## src/rtl/csr_op_queue_pkg.sv

```systemverilog
// Shared types and default sizing for the CSR operation queue.
// Pure declarations, no logic.
// Consumers import this package for entry layout and default depth.
package csr_op_queue_pkg;

    localparam int unsigned CSR_Q_DEPTH = 2;
    localparam int unsigned CSR_ADDR_W  = 12;
    localparam int unsigned CSR_XLEN    = 64;

    // One buffered CSR operation at the default widths.
    typedef struct packed {
        logic [CSR_ADDR_W-1:0] addr;
        logic [CSR_XLEN-1:0]   wdata;
    } csr_entry_t;

endpackage : csr_op_queue_pkg

```

## src/rtl/csr_op_queue.sv

```systemverilog
// In-order buffer of issued-but-uncommitted CSR ops with head view and address hazard flag.
// Latency: push visible at head the cycle after issue; result echo and hazard are combinational.
// Backpressure: csr_ready_o drops when full unless commit frees a slot the same cycle; dropped ops flag err.
module csr_op_queue
    import csr_op_queue_pkg::*;
#(
    parameter int unsigned DEPTH  = CSR_Q_DEPTH,
    parameter int unsigned ADDR_W = CSR_ADDR_W,
    parameter int unsigned XLEN   = CSR_XLEN,
    localparam int unsigned PTR_W = (DEPTH > 1) ? $clog2(DEPTH) : 1,
    localparam int unsigned CNT_W = $clog2(DEPTH + 1)
) (
    input  logic              clk_i,
    input  logic              rst_i,
    input  logic              flush_i,
    input  logic              csr_valid_i,
    input  logic [ADDR_W-1:0] csr_addr_i,
    input  logic [XLEN-1:0]   csr_wdata_i,
    output logic              csr_ready_o,
    output logic [XLEN-1:0]   csr_result_o,
    input  logic              csr_commit_i,
    output logic [ADDR_W-1:0] csr_addr_o,
    output logic [XLEN-1:0]   csr_wdata_o,
    output logic              csr_head_valid_o,
    output logic              csr_hazard_o,
    output logic [CNT_W-1:0]  csr_count_o,
    output logic              csr_err_o
);

    // Entry layout at this instance's widths.
    typedef struct packed {
        logic [ADDR_W-1:0] addr;
        logic [XLEN-1:0]   wdata;
    } entry_t;

    entry_t             r_mem [DEPTH];
    logic [DEPTH-1:0]   r_vld;
    logic [PTR_W-1:0]   r_wr_ptr;
    logic [PTR_W-1:0]   r_rd_ptr;
    logic [CNT_W-1:0]   r_cnt;
    logic               r_err;
    entry_t             r_hold;

    logic               w_push;
    logic               w_pop;
    logic               w_err;
    logic               w_head_vld;
    logic [PTR_W-1:0]   w_wr_ptr_inc;
    logic [PTR_W-1:0]   w_rd_ptr_inc;
    logic [CNT_W-1:0]   w_cnt_nxt;
    logic               w_hazard;

    assign w_head_vld   = (r_cnt != '0);
    assign csr_ready_o  = (r_cnt < CNT_W'(DEPTH)) || csr_commit_i;
    assign csr_result_o = csr_wdata_i;

    // Handshake decode, pointer wrap and next occupancy; flush suppresses push, pop and errors.
    always_comb begin
        w_push       = csr_valid_i && csr_ready_o && !flush_i;
        w_pop        = csr_commit_i && w_head_vld && !flush_i;
        w_err        = !flush_i && ((csr_commit_i && !w_head_vld) || (csr_valid_i && !csr_ready_o));
        w_wr_ptr_inc = (r_wr_ptr == PTR_W'(DEPTH - 1)) ? '0 : r_wr_ptr + 1'b1;
        w_rd_ptr_inc = (r_rd_ptr == PTR_W'(DEPTH - 1)) ? '0 : r_rd_ptr + 1'b1;
        w_cnt_nxt    = r_cnt;
        if (w_push && !w_pop) begin
            w_cnt_nxt = r_cnt + 1'b1;
        end else if (w_pop && !w_push) begin
            w_cnt_nxt = r_cnt - 1'b1;
        end
    end

    // Hazard: any pending entry at the issued address, ignoring the head while it retires.
    always_comb begin
        w_hazard = 1'b0;
        for (int i = 0; i < int'(DEPTH); i++) begin
            if (r_vld[i] && (r_mem[i].addr == csr_addr_i) &&
                !(csr_commit_i && (PTR_W'(i) == r_rd_ptr))) begin
                w_hazard = 1'b1;
            end
        end
    end

    // Entry array, valid bits, pointers, occupancy, error pulse and last-head snapshot.
    always_ff @(posedge clk_i or posedge rst_i) begin
        if (rst_i) begin
            for (int i = 0; i < int'(DEPTH); i++) begin
                r_mem[i] <= '0;
            end
            r_vld    <= '0;
            r_wr_ptr <= '0;
            r_rd_ptr <= '0;
            r_cnt    <= '0;
            r_err    <= 1'b0;
            r_hold   <= '0;
        end else begin
            r_err <= w_err;
            // Snapshot keeps the head contents visible once the queue drains.
            if (w_head_vld) begin
                r_hold <= r_mem[r_rd_ptr];
            end
            if (flush_i) begin
                r_vld    <= '0;
                r_wr_ptr <= '0;
                r_rd_ptr <= '0;
                r_cnt    <= '0;
            end else begin
                if (w_pop) begin
                    r_vld[r_rd_ptr] <= 1'b0;
                    r_rd_ptr        <= w_rd_ptr_inc;
                end
                // Push after pop so a full-queue commit+push reuses the freed slot correctly.
                if (w_push) begin
                    r_mem[r_wr_ptr] <= '{addr: csr_addr_i, wdata: csr_wdata_i};
                    r_vld[r_wr_ptr] <= 1'b1;
                    r_wr_ptr        <= w_wr_ptr_inc;
                end
                r_cnt <= w_cnt_nxt;
            end
        end
    end

    assign csr_head_valid_o = w_head_vld;
    assign csr_addr_o       = w_head_vld ? r_mem[r_rd_ptr].addr  : r_hold.addr;
    assign csr_wdata_o      = w_head_vld ? r_mem[r_rd_ptr].wdata : r_hold.wdata;
    assign csr_hazard_o     = w_hazard;
    assign csr_count_o      = r_cnt;
    assign csr_err_o        = r_err;

endmodule : csr_op_queue

```

## config.mk

```make
export PLATFORM = sky130hd
export DESIGN_NAME = csr_op_queue
export DESIGN_NICKNAME = d
export VERILOG_FILES = /design/src/rtl/csr_op_queue_pkg.sv /design/src/rtl/csr_op_queue.sv
export SDC_FILE = /design/constraint.sdc
export NUM_CORES = 1
export LEC_CHECK = 0
export BUFFER_PORTS_ARGS = -buffer_cell sky130_fd_sc_hd__buf_4
export CAP_MARGIN = 10
export CORE_MARGIN = 5
export CORE_UTILIZATION = 25
export CTS_CLUSTER_SIZE = 16
export DETAILED_ROUTE_END_ITERATION = 7
export PLACE_DENSITY_LB_ADDON = 0.1
export SLEW_MARGIN = 30
export SYNTH_ARGS = -nofsm -noshare
export SYNTH_HDL_FRONTEND = slang
export SYNTH_SLANG_ARGS = --single-unit
```

## constraint.sdc

```tcl
create_clock -name clk_i -period 9.7 [get_ports clk_i]
set_input_delay 1.94 -clock clk_i [delete_from_list [all_inputs] [get_ports clk_i]]
set_output_delay 1.94 -clock clk_i [all_outputs]
set_load 0.01 [all_outputs]
```

Word level (Yosys, flattened, before mapping)
Index checks and enable logic that the tools add are counted. W data, S select, Z words.

Add/subtract/negate cells: 4. Order comparisons: 8. Equal/unequal tests: 2. Muxes and demuxes: 27. Bitwise operators: 7. Reductions and logical operators: 32.

Operators by type and width (number): $mux W76 (4); $bwmux W152 (1); $demux W76 S1 (1); $mux W64 (1); $eq A12 B12 Y1 (2); $logic_and A1 B1 Y1 (18); $mux W2 (7); $mux W12 (1); $mux W1 (10); $logic_not A1 Y1 (7); $reduce_bool A2 Y1 (3); $ge A2 B2 Y1 const B (2); $lt A1 B2 Y1 const B (2); $not A1 Y2 (2); $reduce_bool A3 Y1 (1); $add A1 B1 Y1 const B (2); $add A2 B1 Y2 const B (1); $and A2 B2 Y2 (1); $demux W1 S1 (2); $ge A1 B1 Y1 const B (2); $logic_or A1 B1 Y1 (2); $lt A2 B1 Y1 const B (1); $lt A2 B2 Y1 const B (1); $not A1 Y1 (2); other kinds (4) (4).

Register bits after elaboration: 235. Input port bits: 81. Word-level logic and storage cells: 91.

Logic depth before layout (Yosys ltp)
Gate-level depths: netlist of run 1.

Depth after elaboration: 11. Gate-level depth with buffers: 7.

Least setup slack after synthesis of run 1
Ideal clock, no wire load.

Kind: input to output. From: in csr_addr_i[10]. To: out csr_hazard_o. Arrival time: 2692 ps. Data required time: 7760 ps. Setup slack: 5068 ps. Stages on the path: 4. Buffers on the path: 0. Cells stage by stage: xor2_1 -> nor4_1 -> o2111ai_1 -> o22ai_1.

Longest elaborated chain between the ends: 5.

RTL lines: start: declaration (line csr_op_queue.sv:17) `input logic [ADDR_W-1:0] csr_addr_i,`; $eq A12 B12 Y1 (line csr_op_queue.sv:76) `if (r_vld[i] && (r_mem[i].addr == csr_addr_i) &&`; $logic_and A1 B1 Y1 (2 in series) (line csr_op_queue.sv:76); $mux W1 (line csr_op_queue.sv:76); $mux W1 (*) (line csr_op_queue.sv:76); end: declaration (line csr_op_queue.sv:25) `output logic csr_hazard_o,`.

Mark *: on every way between the ends. The rest lies on a longest branch, timed or not.

Worst setup path after layout of run 1
From: in csr_addr_i[4]. To: out csr_hazard_o.

The elaborated chain is that of the path after synthesis.

==> results by group, run 1 <==
Power
  • Sequential power share: around 44%
  • Switching Power: 912 µW
  • Leak pwr: between 0.005 and 0.006 µW
  • Sw Ratio: ~29%
  • Worst VDD drop: between 0.1 and 0.15 mV
  • Cell Pwr Density: around 250 nW/µm²
  • Power, Total: 3190 µW
  • Clock power frac: a little under a third
  • Comb pwr share: roughly a quarter
  • Cell-internal power: ~2300 µW

GRT
  • GRT overflow: 0
  • Maximum number of pins on one net before global-route repair: 97
  • Initial antenna violation count: 0
  • Vias in the first global route: between 6000 and 7000
  • Tot GR Track Use: 11.1%
  • First-pass GRT wire length: between 30000 and 40000 µm

Synthesis
  • Synth unique cells: 31
  • Sequential area share after synthesis: about 58%
  • Mapped Avg Cell Area: 12.9 µm²
  • Synthesized cell area: 10200 µm²
  • Syn_nets: between 800 and 900
  • Yosys Warn Count: 0
  • FF+latch count, synth: ~240
  • Synth Instances: 788

Timing
  • Relative slew slack: approximately 38%
  • Min Tclk post-route: around 5000 ps
  • Worst Hold Slack: 501 ps
  • TNS Setup: 0 ps
  • Actual slew at the worst max-slew pin: around 930 ps
  • Worst Skew: roughly 14 ps
  • # setup viols final: 0
  • RSZ-0062 raised after global routing: no
  • Max-slew violation count: 0
  • Fmax: around 200 MHz
  • Setup WS post-layout: 4680 ps
  • Fin crit share: 51.7%
  • Fin. Hold Viols: 0

Worst setup path
  • CP endpoint kind: output pin
  • CP startpoint: csr_addr_i[4]
  • Worst path required time: ~7800 ps
  • R2R Path Start: csr_count_o[1]
  • Critical Path AT: 3080 ps
  • Crit path kind: input port to output pin
  • Worst-path fanout max: 4
  • Startpoint kind of the worst setup timing path: input port

Status
  • Status: finished clean

Final layout
  • N_diodes: 0
  • Layout cell share with drive strength beyond 1: about 45%
  • # nets final: 1026
  • Fillcell total: 4151
  • Area grow syn2layout: 25.5%
  • Final Core Density: about a third

Floorplan
  • Rows: 74
  • Die Y: 212 µm
  • IO Pins: 227
  • Core area: approximately 41000 µm²
  • DIE AREA: around 45000 µm²
  • Die W: 212 µm
  • Initial core utilization: 25.2%

Place
  • Port buffer count: around 230
  • Final Wtd Congestion: roughly 0.67
  • Dpl ws: about 4700 ps
  • Dpl hpwl: approximately 16000 µm

CTS
  • Clock insertion delay at the later pin of the skew report: ~550 ps
  • Num CTS Buffers: 29
  • H-Tree Depth: 1
  • CTS clk-pin slew, worst paths: 50 ps
  • Worst-case clock buffer depth: 3
  • Hold buffer count at CTS: 0
  • Setup Buffers After CTS: 0
  • TritonCTS clock tree: done
  • Clock Sinks: between 200 and 250
  • Post-CTS resize count: 0
  • Clk root buf: clkbuf_16

Routing
  • Initial DRC count: about 150
  • Via density per instance: 4.22
  • Pre-antenna DRT Iters: 4
  • Final ANT Viol Nets: 0
  • Remaining DRCs: 0
  • DR WL/cell: 17.0 µm
  • Vias: about 6300
  • Drt total wl: roughly 25000 µm

Hold path
  • Worst Hold Class: register to register
  • Hold path start: r_mem[29]

Flow run
  • Max-cap viol count: 0
-- sequential cells by signal (all words and copies together) (netlist names) --
| signal | count |
|---|---|
| r_rd_ptr | 1 |
| csr_err_o | 1 |
| csr_count_o | 2 |
| r_hold | 76 |
| r_vld | 2 |
| r_wr_ptr | 1 |
| r_mem | 152 |
-- cell type report --
cell class	count	area (µm²)	share of cell area, %
timing repair buffer	234	1780	13.9
clock buffer	42	795	6.21
clock inverter	3	40.0	0.313
inverter	2	15.0	0.117
multi-input combinational	443	3620	28.3
sequential	235	5880	46.0
tap	532	666	5.20
-- final timing paths --
check	end	slack, ps	cells after the start
max	csr_hazard_o	4680	6
min	r_mem[29]	500	1
min in group asynchronous	r_mem[90]	1520	2
max reg2reg	r_vld[0]	7280	5
max in group asynchronous	r_mem[128]	7020	3
min reg2reg	r_mem[29]	500	1
-- power groups by stage --
stage          clock, µW  combinational, µW  sequential, µW
2_1_floorplan          0                520            1380
6_report             982                807            1400
3_5_place_dp           0                830            1420
4_1_cts             1040                834            1410
3_3_place_gp           0                827            1420
5_1_grt             1070                902            1440
-- synthesized netlist by cell type --
library cell | number | area (µm²)
a21o_1 | 1 | 7.51
a21oi_1 | 80 | 400
buf_1 | 12 | 45.0
buf_2 | 14 | 70.1
buf_4 | 69 | 518
buf_6 | 3 | 33.8
clkbuf_1 | 9 | 33.8
clkbuf_2 | 1 | 5.00
dfrtp_1 | 235 | 5880
inv_1 | 2 | 7.51
mux2_2 | 152 | 1710
mux2i_1 | 76 | 761
nand2_1 | 4 | 15.0
nand2_2 | 1 | 6.26
nand2b_1 | 3 | 18.8
nand2b_4 | 1 | 13.8
nand3_1 | 2 | 10.0
nand3b_1 | 2 | 15.0
nand4_1 | 2 | 12.5
nand4b_2 | 1 | 15.0
nor2_1 | 78 | 293
nor2b_1 | 2 | 12.5
nor3_4 | 1 | 16.3
nor4_1 | 4 | 25.0
o2111ai_1 | 1 | 8.76
o211ai_1 | 1 | 7.51
o21ai_0 | 2 | 10.0
o22ai_1 | 1 | 6.26
or2_2 | 2 | 12.5
xnor2_1 | 7 | 61.3
xor2_1 | 19 | 166
-- metal layers --
layer	GRT usage [%]	wire length, µm
met5	0	0
met4	3.11	571
met3	2.48	1590
met2	17.2	11500
met1	15.8	11600
-- stage by stage --
| stage | std cells | area (µm²) |
|---|---|---|
| after floorplan | 788 | 10200 |
| after global placement | 1445 | 11900 |
| after detailed placement | 1445 | 11900 |
| after CTS | 1490 | 12800 |
| after global routing | 1491 | 12800 |
| final | 1491 | 12800 |
-- placed cells by master (no fill, tap or decap), types with 4 or more instances in the layout --
cell type  count
buf_4        230
dfrtp_1      234
clkbuf_1      11
nor2_1        78
clkbuf_16     29
a21oi_1       80
mux2_2       152
xor2_1        19
mux2i_1       76
nor4_1         4
xnor2_1        7
nand2_1        4
-- kinds of logic (layout without fill, tap and decap cells) --
kind of cell / count (synthesis) / after routing / synth area share [%]
flops: 235 / 235 / 57.7
compound gates: 86 / 86 / 4.32
simple gates: 103 / 103 / 4.56
buf+inv: 110 / 281 / 6.99
xor+xnor: 26 / 26 / 2.23
mux: 228 / 228 / 24.2
-- critical path, cell delays in order --
cell and delay [ps]:
buf_4 130, xor2_1 140, nor4_1 370, nand4_1 140
o22ai_1 200, buf_4 160
No activity file was read; power rests on OpenSTA's default activity.
==> run 2: changes to the inputs <==
--- a/config.mk
+++ b/config.mk
@@ -5,6 +5,7 @@
 export SDC_FILE = /design/constraint.sdc
 export NUM_CORES = 1
 export LEC_CHECK = 0
+export ABC_AREA = 1
 export BUFFER_PORTS_ARGS = -buffer_cell sky130_fd_sc_hd__buf_4
 export CAP_MARGIN = 10
 export CORE_MARGIN = 5
==> constraint.sdc (replaced) <==
create_clock -name clk_i -period 4.4 [get_ports clk_i]
set_input_delay 0.88 -clock clk_i [delete_from_list [all_inputs] [get_ports clk_i]]
set_output_delay 0.88 -clock clk_i [all_outputs]
set_load 0.01 [all_outputs]
==> run 2 against run 1 <==
  * Non-clock buffer count increased by 6
  * Clock skew up 1.2 ps
  * First-iteration DRC count grew to 3.1 times the previous value
  * Combinational power grew to 2.9 times the previous value
  * Sequential share of layout area shrank 0.45 points
  * Count of clock-buffer cells in the layout unchanged
  * Via count rose by 27%
  * Setup slack got worse by 3800 ps
==> results by group, run 2 <==
GRT
  • Tot GR Track Use: 13.2% (+2.0 points)
  • Vias in the first global route: 8378 (+26%)
  • Met2 Usage GRT: 20.8% (+3.6 points)
  • GRT met3 Usage: 2.92% (+0.44 points)
  • Initial antenna violation count: 0 (unchanged)
  • Busiest grt layer: met2
  • GR Util met1: 18.8% (+3.0 points)
  • GRT overflow: 0 (unchanged)
  • First-pass GRT wire length: 47700 µm (+21%)
  • Maximum number of pins on one net before global-route repair: 150 (+55%)

Routing
  • Remaining DRCs: 0 (unchanged)
  • Vias: 7986 (+27%)
  • Final ANT Viol Nets: 0 (unchanged)
  • DR WL/cell: 16.1 µm (-5.4%)
  • Drt total wl: 29900 µm (+18%)
  • Pre-antenna DRT Iters: 5 (+1)
  • Via density per instance: 4.29 (+1.8%)
  • Initial DRC count: 477 (+210%)

Floorplan
  • Die Y: 212 µm (about the same)
  • Rows: 74 (unchanged)
  • IO Pins: 227 (unchanged)
  • Core area: 40600 µm² (+0.23%)
  • Initial core utilization: 25.1% (about the same)
  • Die W: 212 µm (about the same)
  • DIE AREA: 45000 µm² (+0.18%)

CTS
  • Post-CTS resize count: 0 (unchanged)
  • TritonCTS clock tree: done
  • H-Tree Depth: 1 (unchanged)
  • Worst-case clock buffer depth: 3 (unchanged)
  • Clk root buf: clkbuf_16
  • Clock Sinks: 235 (unchanged)
  • Hold buffer count at CTS: 0 (unchanged)
  • Setup Buffers After CTS: 0 (unchanged)
  • Num CTS Buffers: 29 (unchanged)
  • CTS clk-pin slew, worst paths: 60 ps (about the same)
  • Clock insertion delay at the later pin of the skew report: 560 ps (about the same)

Status
  • Status: finished clean

Power
  • Leak pwr: 0.00643 µW (+16%)
  • Cell Pwr Density: 616 nW/µm² (+150%)
  • Switching Power: 2600 µW (+180%)
  • Sw Ratio: 32.7% (+4.1 points)
  • Worst VDD drop: 0.276 mV (+110%)
  • Clock power frac: 30.1% (-0.7 points)
  • Sequential power share: 40.6% (-3.4 points)
  • Power, Total: 7960 µW (+150%)
  • Comb pwr share: 29.4% (+4.1 points)
  • Cell-internal power: 5360 µW (+130%)

Timing
  • Min Tclk post-route: ~3500 ps
  • TNS Setup: 0 ps (unchanged)
  • Fin. Hold Viols: 0 (unchanged)
  • Relative slew slack: 42.2% (+4.4 points)
  • Fmax: ~290 MHz
  • RSZ-0062 raised after global routing: no
  • # setup viols final: 0 (unchanged)
  • Fin crit share: roughly four fifths
  • Setup WS post-layout: 895 ps (-3790 ps)
  • Actual slew at the worst max-slew pin: 867 ps (-65.9 ps)
  • Worst Skew: 15.2 ps (+1.17 ps)
  • Max-slew violation count: 0 (unchanged)

Final layout
  • Most frequent cells in the layout: nand2_1 (268), dfrtp_1 (234), buf_4 (234), a21oi_1 (154), o21ai_0 (110)
  • Max reg flops: 152 (unchanged)
  • Most common cell after layout, fill and taps aside: nand2_1
  • N_diodes: 0 (unchanged)
  • Final Cell Area: 12900 µm² (+0.99%)
  • Largest regs: r_mem: 152 flops, r_hold: 76 flops
  • Area grow syn2layout: 26.5%
  • Layout cell share with drive strength beyond 1: 22.3% (-22 points)
  • Fillcell total: 4322 (+4.1%)
  • # nets final: 1390 (+35%)
  • Largest Register: r_mem

Place
  • Dpl hpwl: 19100 µm (+20%)
  • Final Wtd Congestion: 0.770 (+15%)
  • Dpl ws: 1460 ps (-3210 ps)
  • Port buffer count: 226 (unchanged)
  • Area after DPL: 11900 µm² (unchanged)

Synthesis
  • Post-Synth Simple-Gate Area: 14.0% (+9.5 points)
  • Synth async-reset ratio: 100% (unchanged)
  • Dominant synthesized flop cell: dfrtp_1
  • Yosys Warn Count: 0 (unchanged)
  • Sequential area share after synthesis: 57.5% (-0.11 points)
  • Adder-Cell Fraction of Synth Area: 0% (unchanged)
  • Largest family of logic cells by synthesized area: compound AO/OA/AOI/OAI gates
  • Synth unique cells: 26 (-16%)
  • XOR/XNOR Fraction of Synth Area: 0.686% (-1.5 points)
  • Synth top area cells: dfrtp_1 (58%), nand2_1 (9.9%), a21oi_1 (7.5%), o21ai_0 (5.4%), buf_4 (5.2%)
  • Synthesized cell area: 10200 µm² (+0.18%)
  • FF+latch count, synth: 235 (unchanged)
  • Synth Instances: 1168 (+48%)
  • Syn_nets: 1249 (+44%)
  • Mapped Avg Cell Area: 8.75 µm² (-32%)
  • Most frequent cell after synthesis: nand2_1
  • Top cells by count, synth: nand2_1 (269), dfrtp_1 (235), a21oi_1 (154)
  • Cell taking the most area after synthesis: dfrtp_1
  • Multiplexer share of the synthesized area: 0% (-24 points)
  • Synth top area share: 57.5% (-0.11 points)
  • Compound-gate portion of the synthesized area: 16.2% (+12 points)
  • Post-synth EDFFs: 0 (unchanged)

Worst setup path
  • CP startpoint: csr_count_o[1]
  • R2R Path End: r_mem[61]
  • Slowest-stage cell, CP: dfrtp_1
  • Worst path required time: 3520 ps (-4240 ps)
  • R2R cell count: 6 (+1)
  • Reg2Reg Setup Slack: 2080 ps (-5200 ps)
  • Largest stage delay, worst path: 550 ps (+180 ps)
  • Startpoint kind of the worst setup timing path: register
  • Worst Setup EP: csr_wdata_o[30]
  • CP endpoint kind: output pin
  • Crit path kind: register to output pin
  • Cell breakdown of the critical path: inv_1, nand2_4, buf_12, nor2_1, a21oi_1, buf_4
  • Critical Path AT: 2620 ps (-460 ps)
  • Worst-path fanout max: 42 (+38)
  • R2R Path Start: csr_count_o[1]

Flow run
  • Max-cap viol count: 0 (unchanged)

Hold path
  • Worst Hold Class: input port to asynchronous set/reset pin
[run 2: critical path, delay by kind of cell, from the launching register on]
| family | cells | cell delay [ps] |
|---|---|---|
| buffers and inverters | 3 | 640 |
| and+or+nand+nor | 2 | 570 |
| DFF | 1 | 550 |
| AOI/OAI and AO/OA | 1 | 290 |
[run 2: cells by family (layout without fill, tap and decap cells)]
kind of cell           count (synthesis)  in the layout
AO/OA/AOI/OAI                        328            328
XOR/XNOR                               8              8
buffers and inverters                223            384
flip-flops                           235            235
AND/OR/NAND/NOR                      374            374
[run 2: through the flow]
step,hold WS [ps],util [%],instances
detailed placement,473,29.4,1809
global route,479,31.8,1861
floorplan,453,-,1168
global placement,466,29.4,1809
finish,462,31.8,1861
CTS,488,31.7,1860
[run 2: final cells by class]
type	instances	area [µm²]	share of cell area [%]
flip-flops and latches	235	5880	45.5
multi-input cells	710	3180	24.6
repair buffers	240	1880	14.6
clock buffers	42	855	6.61
well taps	532	666	5.15
inverters	93	354	2.74
clock inverters	9	103	0.794
[run 2: power by group through the flow]
stage	registers (µW)	logic, µW	clock network [µW]
CTS	3230	2410	2490
finish	3230	2340	2390
global route	3310	2650	2580
global placement	3260	2390	0
floorplan	3160	1370	0
detailed placement	3260	2400	0
[run 2: worst min path at each step]
stage	startpoint	endpoint	slack (ps)	depth (start not counted)
floorplan	r_mem[57]	r_mem[57]	450	2
global placement	r_mem[55]	r_mem[55]	470	2
detailed placement	r_mem[21]	r_mem[21]	470	2
CTS	r_mem[21]	r_mem[21]	490	2
global route	rst_i	r_mem[49]	480	3
finish	rst_i	r_mem[49]	460	3
[run 2: layer usage]
layer	share of wire, %	wire length [µm]	vias up
met5	0	0	-
met4	1.6	486	0
met3	5.6	1670	35
met2	45	13500	176
met1	48	14200	3807
li1	-	-	3968
==> run 3: changes to the inputs <==
==> constraint.sdc (replaced) <==
create_clock -name clk_i -period 3.3 [get_ports clk_i]
set_input_delay 0.66 -clock clk_i [delete_from_list [all_inputs] [get_ports clk_i]]
set_output_delay 0.66 -clock clk_i [all_outputs]
set_load 0.01 [all_outputs]
==> run 3 against run 2 <==
  * Non-clock buffer count is 11 higher
  * Clock skew is 2.2 ps lower
  * Sequential share of layout area is 0.76 points lower
  * Count of clock-buffer cells in the layout is 3 higher
  * Die area stayed put
  * Largest power group unchanged
  * Worst hold slack worse by 190 ps
  * Utilization is 0.54 points higher
  * Via count is 1.8% higher
  * Cell area is 1.7% higher
  * Setup slack worse by 590 ps
  * Clock power is 43% higher
==> results by group, run 3 (synthesized netlist as in run 2, its figures left out) <==
Status
  • Status: finished clean

Place
  • Dpl hpwl: 19700 µm (+3.4%)
  • Post-Place Cells: 1821 (+0.66%)
  • Port buffer count: 226 (unchanged)
  • Dpl ws: 802 ps (-653 ps)
  • Final Wtd Congestion: 0.767 (-0.36%)

Worst setup path
  • Worst path required time: 2640 ps (-880 ps)
  • Critical path buffers and inverters: 3 (unchanged)
  • Crit path kind: register to output pin
  • Worst-path fanout max: 38 (-9.5%)
  • Cell breakdown of the critical path: clkinv_2, buf_4, nand2_1, a21oi_1, buf_4
  • Largest stage delay, worst path: 700 ps (+150 ps)
  • Slowest-stage cell, CP: dfrtp_4
  • Most common cell on crit path: buf_4
  • R2R Path Start: csr_count_o[1]
  • CP endpoint kind: output pin
  • Top delay family on crit path: buffers and inverters
  • Critical Path AT: 2330 ps (-290 ps)
  • Reg2Reg Setup Slack: 1420 ps (-660 ps)
  • R2R cell count: 8 (+2)
  • R2R Path End: r_mem[18]
  • Startpoint kind of the worst setup timing path: register

CTS
  • H-Tree Depth: 1 (unchanged)
  • Post-CTS resize count: 0 (unchanged)
  • Hold buffer count at CTS: 0 (unchanged)
  • Clk root buf: clkbuf_16
  • Num CTS Buffers: 30 (+3.4%)
  • TritonCTS clock tree: done
  • Clock Sinks: 235 (unchanged)
  • Setup Buffers After CTS: 0 (unchanged)
  • CTS clk-pin slew, worst paths: 60 ps (about the same)
  • Worst-case clock buffer depth: 3 (unchanged)
  • Clock insertion delay at the later pin of the skew report: 550 ps (about the same)

Power
  • Cell Pwr Density: 827 nW/µm² (+34%)
  • Worst VDD drop: 0.347 mV (+26%)
  • Leak pwr: 0.00654 µW (+1.7%)

GRT
  • GRT overflow: 0 (unchanged)
  • Maximum number of pins on one net before global-route repair: 66 (-56%)
  • Vias in the first global route: 8449 (+0.85%)
  • Initial antenna violation count: 1 (+1)
  • First-pass GRT wire length: 49200 µm (+3.2%)
  • Tot GR Track Use: 13.5% (+0.33 points)

Final layout
  • Max reg flops: 152 (unchanged)
  • Reg area: 5880 µm² (unchanged)
  • Largest regs: r_mem: 152 flops, r_hold: 76 flops
  • Post-route insts no fill: 1873 (+0.64%)
  • Area grow syn2layout: 28.6%
  • Largest Register: r_mem
  • Most frequent cells in the layout: nand2_1 (268), buf_4 (240), dfrtp_1 (234), a21oi_1 (154), o21ai_0 (110)
  • N_diodes: 0 (unchanged)
  • Layout cell share with drive strength beyond 1: 23.1% (+0.77 points)
  • Most common cell after layout, fill and taps aside: nand2_1
  • Area occupied by multi-input gates: 3180 µm² (unchanged)
  • # nets final: 1402 (+0.86%)
  • Fillcell total: 4334 (+0.28%)

Floorplan
  • Rows: 74 (unchanged)
  • Core area: 40600 µm² (unchanged)
  • Die Y: 212 µm (unchanged)
  • IO Pins: 227 (unchanged)
  • Die W: 212 µm (unchanged)
  • Initial core utilization: 25.1% (unchanged)
  • DIE AREA: 45000 µm² (unchanged)

Routing
  • Remaining DRCs: 0 (unchanged)
  • Via density per instance: 4.34 (+1.2%)
  • Drt total wl: 30700 µm (+2.7%)
  • Final ANT Viol Nets: 0 (unchanged)
  • Vias: 8130 (+1.8%)
  • DR WL/cell: 16.4 µm (+2.0%)
  • Initial DRC count: 360 (-25%)
  • Pre-antenna DRT Iters: 5 (unchanged)

Timing
  • Actual slew at the worst max-slew pin: 819 ps (-47.9 ps)
  • Min Tclk post-route: 2990 ps
  • Fmax: 334 MHz
  • Relative slew slack: 45.3% (+3.1 points)
  • Max-slew violation count: 0 (unchanged)
  • # setup viols final: 0 (unchanged)
  • RSZ-0062 raised after global routing: no
  • Setup WS post-layout: 308 ps (-587 ps)
  • Fin. Hold Viols: 0 (unchanged)
  • Fin crit share: between 90% and 100%
  • Worst Skew: 13.0 ps (-2.22 ps)

Hold path
  • Worst Hold Class: input port to asynchronous set/reset pin

Flow run
  • Max-cap viol count: 0 (unchanged)
run 3: per-layer routing:
layer  global-route usage, %  vias up  share of wire (%)
met4                    2.67        2                1.4
li1                        -     3984                  -
met3                    2.86       41                5.6
met2                    21.3      190                 46
met5                       0        -              0.065
met1                    19.3     3913                 47
run 3: worst reg2reg max path: cells and delay by family, from the launching register on:
kind | cells | cell delay (ps)
buffers and inverters | 3 | 640
and+or+nand+nor | 4 | 680
AOI/OAI and AO/OA | 1 | 80
DFF | 1 | 370
run 3: worst max-delay path by stage:
stage	startpoint	endpoint	slack [ps]	depth (start not counted)
after floorplan	rst_i	csr_count_o[0]	-440	1
after global placement	r_rd_ptr	csr_wdata_o[39]	840	5
after detailed placement	r_rd_ptr	csr_wdata_o[39]	800	5
after CTS	r_rd_ptr	csr_wdata_o[39]	200	5
after global routing	r_rd_ptr	csr_wdata_o[43]	90	5
final	r_rd_ptr	csr_wdata_o[43]	310	5
run 3: per-stage QoR:
stage	util, %	hold WS, ps	total power [µW]	TNS [ps]	instance area (µm²)
2_1_floorplan	-	453	6030	-102900	10200
3_3_place_gp	29.8	468	7580	0	12100
6_report	32.3	271	10900	0	13100
5_1_grt	32.3	302	11700	0	13100
4_1_cts	32.3	269	11100	0	13100
3_5_place_dp	29.8	473	7600	0	12100
run 3: layout make-up:
type | count | area share, %
clock buffers | 45 | 7.06
clock inverters | 7 | 0.838
inverters | 93 | 2.69
multi-input cells | 710 | 24.2
flip-flops and latches | 235 | 44.8
well taps | 532 | 5.06
repair buffers | 251 | 15.4
run 3: power by group:
part,switching [µW],internal (µW)
clock,1260,2150
sequential,448,3850
combinational,1770,1390
